==> config.mk <==
export PLATFORM = sky130hd
export DESIGN_NAME = ysyx_25020037_clint
export DESIGN_NICKNAME = d
export VERILOG_FILES = /design/src/rtl/ysyx_25020037_clint.sv
export SDC_FILE = /design/constraint.sdc
export NUM_CORES = 1
export LEC_CHECK = 0
export ABC_AREA = 1
export ABC_CLOCK_PERIOD_IN_PS = 11900
export CAP_MARGIN = 10
export CORE_MARGIN = 3
export CORE_UTILIZATION = 33
export CTS_CLUSTER_SIZE = 30
export DETAILED_ROUTE_END_ITERATION = 7
export DONT_BUFFER_PORTS = 1
export GPL_TIMING_DRIVEN = 0
export PLACE_DENSITY = 0.5
export SKIP_LAST_GASP = 1
export SYNTH_ARGS = -nofsm -noshare
export SYNTH_HDL_FRONTEND = slang
export SYNTH_SLANG_ARGS = --single-unit
==> constraint.sdc <==
create_clock -name clk -period 11.9 [get_ports clk]
set_input_delay 2.38 -clock clk [delete_from_list [all_inputs] [get_ports clk]]
set_output_delay 2.38 -clock clk [all_outputs]
set_load 0.05 [all_outputs]
==> src/rtl/ysyx_25020037_clint.sv <==
// ysyx_25020037_clint: read-only AXI4 slave exposing the free-running 64-bit mtime counter.
// Low-word reads snapshot the high word so a following high-word read is tear-free.
module ysyx_25020037_clint #(
    parameter int unsigned TICK_DIV = 1
) (
    input  logic        clk,
    input  logic        rst,
    output logic        arready,
    input  logic        arvalid,
    input  logic [31:0] araddr,
    input  logic [3:0]  arid,
    input  logic [7:0]  arlen,
    input  logic [2:0]  arsize,
    input  logic [1:0]  arburst,
    input  logic        rready,
    output logic        rvalid,
    output logic [1:0]  rresp,
    output logic [31:0] rdata,
    output logic        rlast,
    output logic [3:0]  rid
);
    localparam int PW = TICK_DIV > 1 ? $clog2(TICK_DIV) : 1;
    typedef enum logic {IDLE, RESP} state_e;
    state_e        state_q, state_d;
    logic [63:0]   mtime_q, mtime_d;
    logic [PW-1:0] presc_q, presc_d;
    logic [31:0]   shadow_q, shadow_d, rdata_q, rdata_d;
    logic [1:0]    rresp_q, rresp_d;
    logic [3:0]    rid_q, rid_d;
    logic          arready_q, arready_d, rvalid_q, rvalid_d, rlast_q, rlast_d;
    logic          tick, hs, done, lo, hi, ok;
    logic          unused_bits;
    assign unused_bits = ^{arburst, araddr[31:16]};
    assign arready = arready_q;
    assign rvalid  = rvalid_q;
    assign rresp   = rresp_q;
    assign rdata   = rdata_q;
    assign rlast   = rlast_q;
    assign rid     = rid_q;
    always_comb begin
        tick      = presc_q == PW'(TICK_DIV - 1);
        presc_d   = tick ? '0 : presc_q + 1'b1;
        mtime_d   = mtime_q + {63'd0, tick};
        hs        = arvalid && arready_q;
        done      = rvalid_q && rready;
        lo        = araddr[15:0] == 16'hBFF8;
        hi        = araddr[15:0] == 16'hBFFC;
        ok        = (lo || hi) && arlen == 8'd0 && arsize == 3'b010;
        state_d   = hs ? RESP : (done ? IDLE : state_q);
        // arready is registered, so it first rises one cycle after reset release
        arready_d = state_q == IDLE ? !hs : done;
        rvalid_d  = hs || (rvalid_q && !rready);
        rlast_d   = hs || (rlast_q && !rready);
        rdata_d   = hs ? (!ok ? 32'd0 : (lo ? mtime_q[31:0] : shadow_q)) : rdata_q;
        rresp_d   = hs ? (ok ? 2'b00 : 2'b10) : rresp_q;
        rid_d     = hs ? arid : rid_q;
        shadow_d  = hs && ok && lo ? mtime_q[63:32] : shadow_q;
    end
    always_ff @(posedge clk or posedge rst) begin
        if (rst) begin
            state_q   <= IDLE;
            mtime_q   <= '0;
            presc_q   <= '0;
            shadow_q  <= '0;
            rdata_q   <= '0;
            rresp_q   <= '0;
            rid_q     <= '0;
            arready_q <= 1'b0;
            rvalid_q  <= 1'b0;
            rlast_q   <= 1'b0;
        end else begin
            state_q   <= state_d;
            mtime_q   <= mtime_d;
            presc_q   <= presc_d;
            shadow_q  <= shadow_d;
            rdata_q   <= rdata_d;
            rresp_q   <= rresp_d;
            rid_q     <= rid_d;
            arready_q <= arready_d;
            rvalid_q  <= rvalid_d;
            rlast_q   <= rlast_d;
        end
    end
endmodule

==> summary.md, run 1 <==
| Metric | Value |
|---|---|
| Worst Hold Path Cells | 2 |
| Crit path launch type | input pin |
| Final WS setup | 8.32 ns |
| Setup Buffers After CTS | 0 |
| Synth cell count leaders | 399 x nand2_1, 139 x nor2_1, 137 x dfrtp_1, 104 x nand3_1, 99 x inv_1 |
| Switching power | 0.291 mW |
| Fill cells | 2283 |
| CTS tree | done |
| Detail Route Antenna Nets | 0 |
| I/O Pins | 94 |
| Peak supply drop | 70.4 uV |
| Data required, critical path | 12.22 ns |
| CTS Root Cell | clkbuf_16 |
| Register area | 3430 um^2 |
| Synth Cell Area | 7190 um^2 |
| Power share of the clock group | 48.9% |
| First-pass GRT wire length | 34900 um |
| Routed len/inst | 16.6 um |
| Slowest CP cell | nand3_1 |
| Grt total ovfl | 0 |
| Die Span X | 154 um |
| Clock buffer count from CTS | 17 |
| Clock period minus worst slack | 3.58 ns |
| Worst path cell trace | nand2_1, nor2_1, nand2_1, nor2_4, nand3_1, clkbuf_1, nand2_1, nand2_1 |
| Placement-stage cell area | 7570 um^2 |
| Most frequent CP cell | nand2_1 |
| Internal cell power | 0.827 mW |
| Final WL | 21800 um |
| Arrival time at the worst endpoint | 3.90 ns |
| FF-to-FF path depth | 8 |
| Hold slack final | 0.468 ns |
| Switching share of power | 26.0% |
| Die area | 23600 um^2 |
| Port buffer count | 0 |
| Worst min-delay path class | flop to flop |
| Worst slew pin tran | 0.657 ns |
| Slew HR | 56.2% |
| CTS Buffer Depth | 2 |
| Placed insts | 1280 |
| Final nets | 1078 |
| Layout area overhead | 13.6% |
| Max-cap violations | 0 |
| Fin cells | 1311 |
| Ranking of synthesized cells by area | dfrtp_1 48%, nand2_1 21%, nor2_1 7.3% |
| Post-Syn Nets | 1058 |
| Final Hold Fails | 0 |
| Avg Vias per Cell | 4.73 |
| Largest net degree at the start of global routing | 83 |
| F_max | 0.279 GHz |
| Ys async rst share | 100% |
| Worst skew pair latency | 0.43 ns |
| Gr usage total | 19.2% |
| Share of the synthesized area in the top cell type | 47.7% |
| Yosys top cell by area | dfrtp_1 |
| Slowest stage delay, CP | 0.45 ns |
| Sequential fraction of the synthesis area | 47.7% |
| Setup tns final | 0 ns |
| Ys Warns | 0 |
| Clock Pin Slew Worst Setup and Hold Paths | 0.06 ns |
| Initial core utilization | 33.9% |
| Critical Path Fanout Max | 10 |
| Post-place setup slack | 7.88 ns |
| RSZ-0062 raised after global routing | no |
| Register share of total power | 47.0% |
| Multi-input logic area | 3210 um^2 |
| Setup Viol. Count Final | 0 |
| Final Cell Area | 8170 um^2 |
| Core area | 21200 um^2 |
| Post-Syn Area per Cell | 7.16 um^2 |
| Final core utilization | 38.5% |
| Share of cells above drive strength 1 | 6.18% |
| Vias in the first global route | 6224 |
| CTS Hold Bufs | 0 |
| Logic pwr share | 4.1% |
| Synth unique cells | 22 |
| Initial antenna violation count | 0 |
| Most frequent cell after synthesis | nand2_1 |
| Most used DFF post-synth | dfrtp_1 |
| Antenna fix cells | 0 |
| Chip height | 154 um |
| Row cnt | 53 |
| Worst Skew | 0.0101 ns |
| Clock sink count | 137 |
| CP Capture Type | flop |
| DRC | 0 |
| DR pass1 iterations | 7 |
| GP Congestion | 0.933 |
| Post-CTS sizing | 0 |
| Power per cell area | 137 nW/um^2 |
| WS Path Type | input pin to flop |
| Leakage Power | 3.81 nW |
| HPWL after DPL | 17100 um |
| Vias | 6196 |
| Initial DRC count | 396 |
| Number of synthesized flops with an enable pin | 0 |
| Tcrit/Tclk final | 30.1% |
| Design Power | 1.12 mW |
| Synth Instances | 1004 |
| H-tree levels | 4 |
| Final Max Tran Viols | 0 |
| Seq cells post-synth | 137 |
| Status | completed |
==> area by class of cell <==
cell class	count	area share, %
Sequential cell	137	42.0
Multi-Input combinational cell	734	39.3
Clock buffer	19	5.54
Inverter	104	4.84
Tap cell	275	4.21
Buffer	29	2.02
Clock inverter	12	1.81
Timing Repair Buffer	1	0.337
==> path summary, 6_finish.rpt <==
path | startpoint | end | slack (ns)
hold / removal | shadow_q[17] | shadow_q[17] | 0.47
setup reg to reg | arready | shadow_q[25] | 9.55
hold reg to reg | shadow_q[17] | shadow_q[17] | 0.47
min in group asynchronous | rst | rdata[9] | 1.87
max in group asynchronous | rst | rdata[20] | 9.20
setup / recovery | araddr[5] | shadow_q[25] | 8.32
==> registers in the layout (all words and copies together) (netlist names) <==
register	flops
mtime_q	64
rdata	32
shadow_q	32
rid	4
arready	1
rlast	1
rresp	1
rvalid	1
state_q	1
==> worst max-delay path: cells and delay by family <==
family                 cells  cell delay (ns)
AND/OR/NAND/NOR            7             1.12
buffers and inverters      1             0.39
==> power by group through the flow <==
stage / Clock (mW) / Combinational, mW / Sequential [mW]
2_1_floorplan: 0 / 0.0334 / 0.532
3_5_place_dp: 0 / 0.0479 / 0.534
5_1_grt: 0.577 / 0.0571 / 0.528
3_3_place_gp: 0 / 0.0463 / 0.534
6_report: 0.547 / 0.0459 / 0.525
4_1_cts: 0.556 / 0.0480 / 0.526
==> placed cells by master (no fill, tap or decap), types with 9 or more instances in the layout <==
cell and count:
clkbuf_1 13, inv_1 98, buf_2 9, nand4_1 16, o21ai_0 14, nand3b_1 13, dfrtp_1 137, nor2_1 139
nand2_1 399, xor2_1 29, nand3_1 104, clkbuf_16 17
==> metal layers <==
layer / share of wire [%] / global-route usage (%) / vias to the layer above
li1: - / - / 3133
met1: 48 / 26.2 / 2902
met2: 46 / 30.9 / 139
met3: 4.1 / 4.28 / 22
met4: 1.8 / 5.42 / 0
met5: 0 / 0 / -
==> cells by family after synthesis <==
| group | Yosys count | share of synthesized area (%) |
|---|---|---|
| other | 1 | 0.0521 |
| AOI/OAI and AO/OA | 19 | 1.32 |
| xor gates and xnor gates | 31 | 3.78 |
| and+or+nand+nor | 682 | 39.3 |
| DFF | 137 | 47.7 |
| adders and majority gates | 1 | 0.174 |
| buffers and inverters | 133 | 7.72 |
Note: power is estimated with default switching activity, not from simulation.
==> run 2: changes to the inputs <==
--- a/config.mk
+++ b/config.mk
@@ -6,7 +6,7 @@
 export NUM_CORES = 1
 export LEC_CHECK = 0
 export ABC_AREA = 1
-export ABC_CLOCK_PERIOD_IN_PS = 11900
+export ABC_CLOCK_PERIOD_IN_PS = 3700
 export CAP_MARGIN = 10
 export CORE_MARGIN = 3
 export CORE_UTILIZATION = 33
==> constraint.sdc (replaced) <==
create_clock -name clk -period 3.7 [get_ports clk]
set_input_delay 0.74 -clock clk [delete_from_list [all_inputs] [get_ports clk]]
set_output_delay 0.74 -clock clk [all_outputs]
set_load 0.05 [all_outputs]
==> summary.md, run 2 (same netlist as run 1, synthesis figures left out) <==
| Metric | Value |
|---|---|
| Status | completed (unchanged) |
| Fin cells | 1315 (was 1311) |
| DRC | 0 (unchanged) |
| Grt met3 use | 3.57% (was 4.28%) |
| WS Path Type | flop to flop (was input pin to flop) |
| Fill cells | 2248 (was 2283) |
| Crit path launch type | flop (was input pin) |
| Die area | 23600 um^2 (unchanged) |
| Largest net degree at the start of global routing | 41 (was 83) |
| Worst Skew | 0.00951 ns (was 0.0101 ns) |
| Antenna fix cells | 0 (unchanged) |
| Most frequent cells in the layout | 399 x nand2_1, 139 x nor2_1, 137 x dfrtp_1, 104 x nand3_1, 98 x inv_1 (unchanged) |
| Initial antenna violation count | 0 (unchanged) |
| Initial core utilization | 33.9% (unchanged) |
| Placed insts | 1283 (was 1280) |
| Final Cell Area | 8240 um^2 (was 8170 um^2) |
| R2r endpoint | shadow_q[18] (was shadow_q[25]) |
| GR peak layer | met2 (unchanged) |
| Chip height | 154 um (unchanged) |
| Final nets | 1081 (was 1078) |
| Share of cells above drive strength 1 | 6.44% (was 6.18%) |
| Port buffer count | 0 (unchanged) |
| CTS tree | done (unchanged) |
| Worst skew pair latency | 0.43 ns (about the same) |
| DR pass1 iterations | 4 (was 7) |
| Leakage Power | 3.83 nW (was 3.81 nW) |
| Post-CTS sizing | 0 (unchanged) |
| Max-cap violations | 0 (unchanged) |
| First-pass GRT wire length | 34600 um (was 34900 um) |
| Vias in the first global route | 6222 (was 6224) |
| GR met2 Demand/Resource | 31.6% (was 30.9%) |
| Clock sink count | 137 (unchanged) |
| CTS Root Cell | clkbuf_16 (unchanged) |
| Power per cell area | 440 nW/um^2 (was 137 nW/um^2) |
| Layout area overhead | 14.6% (was 13.6%) |
| Setup Buffers After CTS | 0 (unchanged) |
| Clock period minus worst slack | 2.26 ns |
| Vias | 6181 (was 6196) |
| Worst slew pin tran | 0.645 ns (was 0.657 ns) |
| Routed len/inst | 16.6 um (about the same) |
| Data required, critical path | 4.01 ns (was 12.22 ns) |
| Avg Vias per Cell | 4.70 (was 4.73) |
| Setup Viol. Count Final | 0 (unchanged) |
| Setup tns final | 0 ns (unchanged) |
| F_max | 0.442 GHz |
| Core area | 21200 um^2 (unchanged) |
| Row cnt | 53 (unchanged) |
| GP Congestion | 0.895 (was 0.933) |
| CP Capture Type | flop (unchanged) |
| Worst R2R Start | arready (unchanged) |
| Design Power | 3.62 mW (was 1.12 mW) |
| Initial DRC count | 341 (was 396) |
| Slew HR | 57.0% (was 56.2%) |
| Clock buffer count from CTS | 17 (unchanged) |
| Commonest non-fill, non-tap cell in the layout | nand2_1 (unchanged) |
| FF-to-FF path depth | 8 (unchanged) |
| RSZ-0062 raised after global routing | no (unchanged) |
| Worst min-delay path class | input pin to async pin (was flop to flop) |
| Detail Route Antenna Nets | 0 (unchanged) |
| Tcrit/Tclk final | 61.1% |
| HPWL after DPL | 17500 um (was 17100 um) |
| Critical Path Fanout Max | 10 (unchanged) |
| Die Span X | 154 um (unchanged) |
| Internal reg-to-reg setup slack | 1.44 ns (was 9.55 ns) |
| Final Hold Fails | 0 (unchanged) |
| Max reg flops | 64 (unchanged) |
| H-tree levels | 4 (unchanged) |
| Placement-stage cell area | 7630 um^2 (was 7570 um^2) |
| Arrival time at the worst endpoint | 2.58 ns (was 3.90 ns) |
| CTS Buffer Depth | 2 (unchanged) |
| Peak supply drop | 193 uV (was 70.4 uV) |
| Met1 Usage GRT | 25.9% (was 26.2%) |
| Final Max Tran Viols | 0 (unchanged) |
| I/O Pins | 94 (unchanged) |
| Grt total ovfl | 0 (unchanged) |
| Gr usage total | 19.1% (was 19.2%) |
| Clock Pin Slew Worst Setup and Hold Paths | 0.06 ns (about the same) |
| Final WL | 21800 um (about the same) |
| Most flop-heavy register | mtime_q (unchanged) |
| CTS Hold Bufs | 0 (unchanged) |
-- run 2: cell types whose count changed in the layout (fill, tap and decap cells not counted), sizes merged --
cell	previous run	this run
buf	17	20
clkinvlp	2	4
inv	106	105
-- run 2: stage by stage --
step | utilization [%] | worst slack, ns | hold WS [ns]
2_1_floorplan | - | 1.25 | 0.442
3_3_place_gp | 35.5 | 0.304 | 0.455
3_5_place_dp | 35.9 | 1.29 | 0.457
4_1_cts | 38.8 | 1.38 | 0.187
5_1_grt | 38.8 | 1.24 | 0.203
6_report | 38.8 | 1.44 | 0.188
-- run 2: final cells by class --
class | count | area, um^2 | area share (%)
Buffer | 29 | 165 | 2.00
Clock buffer | 19 | 443 | 5.38
Clock inverter | 13 | 169 | 2.05
Inverter | 104 | 394 | 4.78
Multi-Input combinational cell | 734 | 3210 | 38.9
Sequential cell | 137 | 3430 | 41.6
Tap cell | 275 | 344 | 4.18
Timing Repair Buffer | 4 | 87.6 | 1.06
-- run 2: critical path: stages (launching register included) --
cell and delay (ns):
dfrtp_1 0.63, nand2_1 0.32, nor2_1 0.21, inv_1 0.05, nor2_1 0.09, nand3_1 0.30
clkbuf_1 0.36, nand2_1 0.14, nand2_1 0.05
-- run 2: how the worst max path moves through the flow --
stage,startpoint,endpoint,slack [ns],cells after the start
floorplan,rst,arready,1.25,1
global placement,rst,mtime_q[23],0.30,1
detailed placement,araddr[5],rdata[18],1.29,8
CTS,arready,shadow_q[20],1.38,8
global route,arready,shadow_q[18],1.24,8
finish,arready,shadow_q[18],1.44,8
-- run 2: report_power, final --
part | internal, mW | switching (mW)
clock | 1.08 | 0.696
combinational | 0.0403 | 0.115
sequential | 1.54 | 0.152
total | 2.66 | 0.963
-- run 2: metal layers --
layer,routed length (um),vias to the layer above
met5,0,-
met4,284,0
li1,-,3146
met2,10300,144
met3,883,21
met1,10400,2870
